<file path="config.mk">
export PLATFORM = sky130hd
export DESIGN_NAME = tl_phase_ctrl
export DESIGN_NICKNAME = d
export VERILOG_FILES = /design/src/rtl/tl_pkg.sv /design/src/rtl/tl_phase_timer.sv /design/src/rtl/tl_phase_ctrl.sv
export SDC_FILE = /design/constraint.sdc
export NUM_CORES = 1
export LEC_CHECK = 0
export ABC_CLOCK_PERIOD_IN_PS = 2900
export CELL_PAD_IN_SITES_DETAIL_PLACEMENT = 1
export CELL_PAD_IN_SITES_GLOBAL_PLACEMENT = 1
export CORE_ASPECT_RATIO = 2
export CORE_MARGIN = 3
export CORE_UTILIZATION = 45
export DETAILED_ROUTE_END_ITERATION = 10
export DONT_BUFFER_PORTS = 1
export MAX_ROUTING_LAYER = met4
export PLACE_DENSITY = 0.82
export SLEW_MARGIN = 10
export SYNTH_ARGS = -nofsm -noshare
export SYNTH_HDL_FRONTEND = slang
export SYNTH_SLANG_ARGS = --single-unit
export TNS_END_PERCENT = 5
</file>
<file path="constraint.sdc">
create_clock -name clk -period 2.9 [get_ports clk]
set_clock_uncertainty 0.1 [all_clocks]
set_input_delay 0.29 -clock clk [delete_from_list [all_inputs] [get_ports clk]]
set_output_delay 0.29 -clock clk [all_outputs]
set_load 0.05 [all_outputs]
</file>
<file path="src/rtl/tl_pkg.sv">
// Shared definitions for the traffic-light phase controller: state
// encodings, LED patterns per state and the default phase durations.
package tl_pkg;

  // State encodings, also driven out on the phase port
  localparam logic [2:0] ST_IDLE     = 3'd0;
  localparam logic [2:0] ST_M_GREEN  = 3'd1;
  localparam logic [2:0] ST_M_YELLOW = 3'd2;
  localparam logic [2:0] ST_M_RED    = 3'd3;
  localparam logic [2:0] ST_S_YELLOW = 3'd4;
  localparam logic [2:0] ST_EMG      = 3'd5;

  // LED patterns: [5:3] main R/Y/G, [2:0] side R/Y/G
  localparam logic [5:0] LED_IDLE     = 6'b000_000;
  localparam logic [5:0] LED_M_GREEN  = 6'b001_100;
  localparam logic [5:0] LED_M_YELLOW = 6'b010_100;
  localparam logic [5:0] LED_M_RED    = 6'b100_001;
  localparam logic [5:0] LED_S_YELLOW = 6'b100_010;
  localparam logic [5:0] LED_EMG      = 6'b100_100;

  // Default phase durations in seconds
  localparam logic [7:0] DEF_MGREEN  = 8'd20;
  localparam logic [7:0] DEF_MYELLOW = 8'd3;
  localparam logic [7:0] DEF_MRED    = 8'd20;
  localparam logic [7:0] DEF_SYELLOW = 8'd3;
  localparam logic [7:0] DEF_PED     = 8'd5;

  // LED pattern shown while in a given state; unknown codes go dark
  function automatic logic [5:0] led_of(input logic [2:0] st);
    logic [5:0] pattern;
    case (st)
      ST_M_GREEN:  pattern = LED_M_GREEN;
      ST_M_YELLOW: pattern = LED_M_YELLOW;
      ST_M_RED:    pattern = LED_M_RED;
      ST_S_YELLOW: pattern = LED_S_YELLOW;
      ST_EMG:      pattern = LED_EMG;
      default:     pattern = LED_IDLE;
    endcase
    return pattern;
  endfunction

  // A zero duration would never expire, so it is stored as one second
  function automatic logic [7:0] dur_sanitize(input logic [7:0] d);
    return (d == 8'd0) ? 8'd1 : d;
  endfunction

endpackage

</file>
<file path="src/rtl/tl_phase_timer.sv">
// Per-phase seconds counter: loads a duration on phase entry, counts down
// on each tick while above one, and flags expiry when a tick arrives at one.
module tl_phase_timer (
  input  logic       clk,
  input  logic       rst_n,
  input  logic       tick,
  input  logic       load,
  input  logic       clear,
  input  logic [7:0] load_val,
  output logic [7:0] remain,
  output logic       expire
);

  // Expiry is purely the current count meeting a tick; the controller
  // decides what the next phase is and issues the matching load.
  assign expire = tick && (remain == 8'd1);

  // Count register: clear beats load beats decrement; never drops below one
  always_ff @(posedge clk or negedge rst_n) begin
    if (!rst_n) begin
      remain <= 8'd0;
    end else if (clear) begin
      remain <= 8'd0;
    end else if (load) begin
      remain <= load_val;
    end else if (tick && (remain > 8'd1)) begin
      remain <= remain - 8'd1;
    end
  end

endmodule

</file>
<file path="src/rtl/tl_phase_ctrl.sv">
// Traffic-light phase controller for a main/side road crossing.
// Cycles main green -> main yellow -> main red (side green) -> side yellow,
// with an emergency all-red override and runtime-writable durations.
// Optional build macro TL_PED_EN enables pedestrian green shortening.
module tl_phase_ctrl
  import tl_pkg::*;
#(
  parameter logic [7:0] T_MGREEN  = DEF_MGREEN,
  parameter logic [7:0] T_MYELLOW = DEF_MYELLOW,
  parameter logic [7:0] T_MRED    = DEF_MRED,
  parameter logic [7:0] T_SYELLOW = DEF_SYELLOW,
  parameter logic [7:0] T_PED     = DEF_PED
) (
  input  logic       clk,
  input  logic       rst_n,
  input  logic       tick_1s,
  input  logic       ped_req,
  input  logic       emg_req,
  input  logic       cfg_we,
  input  logic [1:0] cfg_addr,
  input  logic [7:0] cfg_data,
  output logic [5:0] led,
  output logic [7:0] remain,
  output logic [2:0] phase,
  output logic       ped_ack
);

  logic [2:0] state;
  logic [2:0] state_d;
  logic [7:0] dur_q [0:3];
  logic       load;
  logic       clear;
  logic [7:0] load_val;
  logic [7:0] green_val;
  logic       consume;
  logic       ped_eff;
  logic       timer_expire;

  tl_phase_timer u_timer (
    .clk      (clk),
    .rst_n    (rst_n),
    .tick     (tick_1s),
    .load     (load),
    .clear    (clear),
    .load_val (load_val),
    .remain   (remain),
    .expire   (timer_expire)
  );

`ifdef TL_PED_EN
  logic ped_pend;

  // A request acts on the same edge it is sampled, or later if it was held
  assign ped_eff = ped_pend | ped_req;

  // Pending request survives everything except being consumed
  always_ff @(posedge clk or negedge rst_n) begin
    if (!rst_n) begin
      ped_pend <= 1'b0;
      ped_ack  <= 1'b0;
    end else begin
      ped_pend <= ped_eff & ~consume;
      ped_ack  <= consume;
    end
  end
`else
  logic unused_ped;

  assign ped_eff    = 1'b0;
  assign ped_ack    = 1'b0;
  assign unused_ped = ^{ped_req, consume};
`endif

  // Duration registers; a write never affects a phase already running
  always_ff @(posedge clk or negedge rst_n) begin
    if (!rst_n) begin
      dur_q[0] <= T_MGREEN;
      dur_q[1] <= T_MYELLOW;
      dur_q[2] <= T_MRED;
      dur_q[3] <= T_SYELLOW;
    end else if (cfg_we) begin
      dur_q[cfg_addr] <= dur_sanitize(cfg_data);
    end
  end

  // Green load value, shortened when a pedestrian is waiting
  always_comb begin
    green_val = dur_q[0];
    if (ped_eff && (T_PED < dur_q[0])) begin
      green_val = T_PED;
    end
  end

  // Next-state and timer-command decode; emergency overrides everything
  always_comb begin
    state_d  = state;
    load     = 1'b0;
    clear    = 1'b0;
    load_val = 8'd0;
    consume  = 1'b0;
    if (state == ST_IDLE) begin
      state_d  = ST_M_GREEN;
      load     = 1'b1;
      load_val = green_val;
      consume  = ped_eff;
    end else if (emg_req) begin
      state_d = ST_EMG;
      clear   = 1'b1;
    end else begin
      case (state)
        ST_EMG: begin
          state_d  = ST_M_GREEN;
          load     = 1'b1;
          load_val = green_val;
          consume  = ped_eff;
        end
        ST_M_GREEN: begin
          if (timer_expire) begin
            state_d  = ST_M_YELLOW;
            load     = 1'b1;
            load_val = dur_q[1];
            consume  = ped_eff;
          end else if (ped_eff) begin
            consume = 1'b1;
            if (remain > T_PED) begin
              load     = 1'b1;
              load_val = T_PED;
            end
          end
        end
        ST_M_YELLOW: begin
          if (timer_expire) begin
            state_d  = ST_M_RED;
            load     = 1'b1;
            load_val = dur_q[2];
          end
        end
        ST_M_RED: begin
          if (timer_expire) begin
            state_d  = ST_S_YELLOW;
            load     = 1'b1;
            load_val = dur_q[3];
          end
        end
        ST_S_YELLOW: begin
          if (timer_expire) begin
            state_d  = ST_M_GREEN;
            load     = 1'b1;
            load_val = green_val;
            consume  = ped_eff;
          end
        end
        default: begin
          state_d = ST_IDLE;
        end
      endcase
    end
  end

  // State plus registered outputs, all taken from the next state
  always_ff @(posedge clk or negedge rst_n) begin
    if (!rst_n) begin
      state <= ST_IDLE;
      phase <= ST_IDLE;
      led   <= LED_IDLE;
    end else begin
      state <= state_d;
      phase <= state_d;
      led   <= led_of(state_d);
    end
  end

endmodule

</file>
# [Word-level counts from Yosys, hierarchy flattened]
# Index checks and enable logic that the tools add are counted.
[op_classes] n_addsub=1 order_cmp=3 n_mux=28 n_eq_ne=11 n_reduce_logical=7 bitwise_logic=1
[ops] operator="$mux W8" count=11
[ops] operator="$pmux W8 S5" count=1
[ops] operator="$bwmux W32" count=1
[ops] operator="$pmux W6 S5" count=1
[ops] operator="$mux W3" count=6
[ops] operator="$demux W8 S2" count=1
[ops] operator="$pmux W3 S5" count=1
[ops] operator="$eq A3 B2 Y1 const B" count=4
[ops] operator="$eq A3 B3 Y1 const B" count=4
[ops] operator="$eq A8 B1 Y1 const B" count=1
[ops] operator="$gt A8 B1 Y1 const B" count=1
[ops] operator="$logic_not A8 Y1" count=1
[ops] operator="$sub A8 B1 Y8 const B" count=1
[ops] operator="$eq A3 B1 Y1 const B" count=2
[ops] operator="$mux W1" count=5
[ops] operator="$reduce_or A4 Y1" count=1
[ops] operator="$ge A3 B3 Y1 const B" count=1
[ops] operator="$logic_and A1 B1 Y1" count=3
[ops] operator="$logic_not A3 Y1" count=1
[ops] operator="$lt A3 B1 Y1 const B" count=1
[ops] operator="$not A2 Y3" count=1
[ops] operator="$reduce_bool A3 Y1" count=1
[ops] operator="$pmux W1 S2" count=1
[word_totals] out_inout_bits=18 ff_bits=49 inputBits=16

# [Longest topological paths before layout]
[logic_depth] word_depth=8 ltp_mapped=11

# [Modules after synthesis]
# Synthesis repeated with hierarchy kept, for this count alone.
[hier_totals] hier_cells=229 hier_area_um2=2566.2
[modules_own_cells] mod="tl_phase_ctrl" area_per_inst_um2=2009.4 cells_each=166 seq_area_each_um2=1036.0 n_inst=1
[modules_own_cells] mod="tl_phase_timer" area_per_inst_um2=556.8 cells_each=63 seq_area_each_um2=200.2 n_inst=1

# [Least setup slack after synthesis]
# Ideal clock, no wire load.
[synth_timing] path_type="register to register" startpoint="reg u_timer.remain[0]" endpoint="reg led[2]" setup_slack_ps=-173 t_arrival_ps=2870 setup_time_ps=104 path_stages_with_launch=11 period_less_slack_ps=3073 path_cell_list="dfrtp_1 ha_1 or4bb_1 nor3_1 buf_2 a21o_1 nand2_1 nand3_1 ha_1 mux2_2 a221oi_1"
[synth_between] elab_chain_cells=8 word_cells_on_any_way=15
[synth_rtl] element="start, declared" line="tl_phase_timer.sv:10" text="output logic [7:0] remain,"
[synth_rtl] element="start signal, assigned" line="tl_phase_timer.sv:25" text="remain <= load_val;"
[synth_rtl] element="start signal, assigned" line="tl_phase_timer.sv:27" text="remain <= remain - 8'd1;"
[synth_rtl] element="$eq A8 B1 Y1 *" line="tl_phase_timer.sv:16" text="assign expire = tick && (remain == 8'd1);"
[synth_rtl] element="$logic_and A1 B1 Y1 *" line="tl_phase_timer.sv:16"
[synth_rtl] element="$mux W3 (on tied branches)"
[synth_rtl] element="$pmux W3 S5 *" line="tl_phase_ctrl.sv:110" text="case (state)"
[synth_rtl] element="$mux W3 *" line="tl_phase_ctrl.sv:106" text="end else if (emg_req) begin"
[synth_rtl] element="$mux W3 *" line="tl_phase_ctrl.sv:101" text="if (state == ST_IDLE) begin"
[synth_rtl] element="named net state_d[2]" line="tl_phase_ctrl.sv:29" text="logic [2:0] state_d;"
[synth_rtl] element="$eq A3 B3 Y1, or another cell as far along" line="tl_pkg.sv:31" text="case (st)"
[synth_rtl] element="$pmux W6 S5 *" line="tl_pkg.sv:31"
[synth_rtl] element="end signal, assigned" line="tl_phase_ctrl.sv:169" text="led <= led_of(state_d);"
[synth_rtl] element="end, declared" line="tl_phase_ctrl.sv:22" text="output logic [5:0] led,"
# Mark *: on every way through the listed nets, which the timed path passes. The rest lies on a longest branch.
# A chain may end at the register's enable or synchronous reset.

# [Worst setup path after layout]
[layout_timing] startpoint="reg u_timer.remain[1]" endpoint="reg led[2]"
# Same word-level chain as after synthesis.

==> summary.txt <==
Setup path
  • Reg-to-Reg Start: u_timer.remain[1]
  • Critical path startpoint category: flip-flop
  • Critical Path RT: roughly 3 ns
  • Worst reg2reg endpoint: led[2]
  • Crit-path max cell delay: approximately 0.5 ns
  • CP bufs+invs: 2
  • R2R setup slack: ~0.11 ns
  • Crit path DAT: roughly 2.9 ns
  • Critical Path, Cell by Cell: inv_1 -> ha_1 -> or4bb_4 -> buf_4 -> nor3_4 -> a21o_1 -> nand2_1 -> nand3_1 -> ha_2 -> mux2_2 -> a221oi_2
  • Worst path slowest cell: or4bb_4
  • FF-to-FF path depth: 11
  • CP max FO: 6
  • Crit path kind: flip-flop to flip-flop
  • Delay-heaviest family, CP: simple AND/OR/NAND/NOR gates
  • Setup crit end kind: flip-flop

Timing
  • Worst slew margin: about half
  • Minimum clock period: ~2.8 ns
  • Setup Viol. Count Final: 0
  • Final Max Slew Viols: 0
  • Slew @ Worst Pin: ~0.78 ns
  • Final Hold Vio Count: 0
  • Maximum clock rate: about 0.36 GHz
  • Period utilization: 96.2%

Layout
  • Share of cells above drive strength 1: between 30 and 40%
  • Most frequent cells in the layout: 38 x mux2_2, 36 x dfrtp_1, 19 x buf_4
  • Area grow syn2layout: 13.9%
  • Final nets: 266
  • Most common cell after layout, fill and taps aside: mux2_2
  • Final Util: 53.7%
  • ANT cells: 0

Routing
  • Average via count per standard cell: roughly 6.4
  • Vias: between 1500 and 2000
  • Detail Route Antenna Nets: 0
  • DR pass1 iterations: 4
  • Final WL: between 6 and 7 mm
  • Average routed wire per standard cell: about 22 um
  • Initial DRC Count: slightly below 90
  • Post-detailed-route DRC marker count: 0

Global routing
  • Initial antenna violation count: 0
  • GRT Total Usage: around 22%
  • First-pass GRT wire length: between 10 and 15 mm
  • Vias in the first global route: between 2000 and 2500
  • GR Overflow Total: 0
  • Largest net degree at the start of global routing: 50

Synth
  • Top post-synthesis cells by area: dfrtp_1 39%, mux2_2 16%, dfstp_2 8.1%
  • Cell taking the most area after synthesis: dfrtp_1
  • Number of distinct library cells after synthesis: 47
  • Total of warnings raised by yosys: 0
  • Synth Net Count: between 200 and 250
  • Top cell type's share of synthesized area: between 30% and 40%
  • Syn avg cell area: about 11 sq um
  • Cell Area, Synth: approximately 0.0026 sq mm
  • Post-synthesis sequential area ratio: 47.5%
  • Syn Inst Count: roughly 230
  • FF+latch count, synth: 49

Die
  • Site Rows: 38
  • Initial core utilization: around 47%
  • Core ar.: approximately 0.0055 sq mm
  • Die Wd: about 60 um
  • Ports: 34
  • Die area: between 0.006 and 0.007 sq mm
  • Die H: ~110 um

Power
  • Leakage: 1.25 nW
  • PD cells: about 910 mW/mm^2
  • Worst vdd ir: approximately 0.6 mV
  • Tot Pwr: 2.70 mW

Hold path
  • Min-Delay Path Depth: 1
  • Hold endpoint: dur_q[11]
  • Hold path startpoint: cfg_data[3]
  • Worst min-delay path class: primary input to flip-flop

Clock tree
  • Num CTS Buffers: 5
  • CTS tree: yes
  • Clock latency on the worst-skew pair: between 0.3 and 0.4 ns
  • CTS Sinks: between 40 and 50
  • H-tree levels: 2
  • Max Buffers Root-to-Sink: 2
  • Root Driver: clkbuf_8
  • Postcts setup bufs: 0
  • Clock-pin transition on the worst setup and hold timing paths: ~0.090 ns

Place
  • DP HPWL: around 5 mm
  • I/O Buffers: 0
  • Final Wtd Congestion: between 0.8 and 0.9

Outcome
  • Run status: finished, final reports clean

Job
  • Max cap viols: 0
kinds of logic (layout without fill, tap and decap cells):
logic type	after synthesis	count (layout)	share of synthesized area (%)
other	1	1	0.144
DFF	49	49	47.5
xor gates and xnor gates	3	3	1.01
adders and majority gates	3	3	1.44
AOI/OAI and AO/OA	53	53	15.4
and+or+nand+nor	59	59	12.6
muxes	44	44	18.8
buffers and inverters	17	36	3.08
synth_stat cells, drive strengths merged:
master	number
o2111ai	1
nor2b	2
a21o	1
o2bb2ai	1
buf	7
nand3b	2
conb	1
or2	1
a211oi	2
nor4	4
or4	2
dfrtp	41
o22ai	1
nor3b	2
o41ai	1
o21a	2
or4bb	1
o21ai	6
clkbuf	4
xnor2	2
inv	6
mux2i	6
dfstp	8
or3b	2
a22o	14
xor2	1
nand2b	2
o32ai	1
a32o	4
nor4bb	1
ha	3
and2	2
mux2	38
nor3	7
a21oi	9
a221oi	1
nand3	8
a22oi	8
or3	2
nor2	10
o21bai	1
nand2	11
report_power, final:
part	internal, mW	switching, mW
clock network	0.280	0.231
logic	0.484	0.709
registers	0.849	0.144
total	1.61	1.08
metrics by stage:
| step | setup TNS, ns | hold WS [ns] | instances | setup WS, ns | cell area (sq um) |
|---|---|---|---|---|---|
| 3_5_place_dp | 0 | -0.104 | 297 | 0.0418 | 2770 |
| 2_1_floorplan | 0 | -0.106 | 229 | 0.0413 | 2610 |
| 3_3_place_gp | 0 | -0.105 | 297 | 0.139 | 2770 |
| 4_1_cts | 0 | 0.0144 | 308 | 0.0125 | 2940 |
| 6_report | 0 | 0.0243 | 308 | 0.112 | 2960 |
| 5_1_grt | -0.00472 | 0.00752 | 308 | -0.00472 | 2960 |
what timing repair did:
item,in CTS,in global routing
endpoints found under the setup margin,0,1
gates resized for setup,0,6
endpoints found under the hold margin,51,0
hold buffers,3,0
worst max path at each step:
stage               cells after the start               from  slack, ns      to
finish                                 11  u_timer.remain[1]       0.11  led[2]
global route                           10  u_timer.remain[1]     -0.005  led[2]
CTS                                    10  u_timer.remain[1]       0.01  led[2]
detailed placement                     10  u_timer.remain[1]       0.04  led[2]
global placement                       10  u_timer.remain[1]       0.14  led[2]
floorplan                              11  u_timer.remain[1]       0.04  led[2]
flip-flops by register name, summed over array words and instances, names as in the netlist:
register and count:
led 6, u_timer.remain 8, green_val 8, state 3, dur_q 24
per-layer routing:
layer	vias up	global-route usage, %	routed length (um)
li1	892	-	-
met1	1006	21.9	2470
met2	44	38.6	3780
met3	16	4.30	213
met4	0	8.88	218
met5	-	-	0
cell type report:
type,count,area (sq um)
clock inverters,2,37.5
fillers,588,2550
repair buffers,22,190
well taps,60,75.1
clock buffers,6,82.6
inverters,6,22.5
multi-input cells,163,1310
flip-flops and latches,49,1240
(Power assumes the default switching activity.)
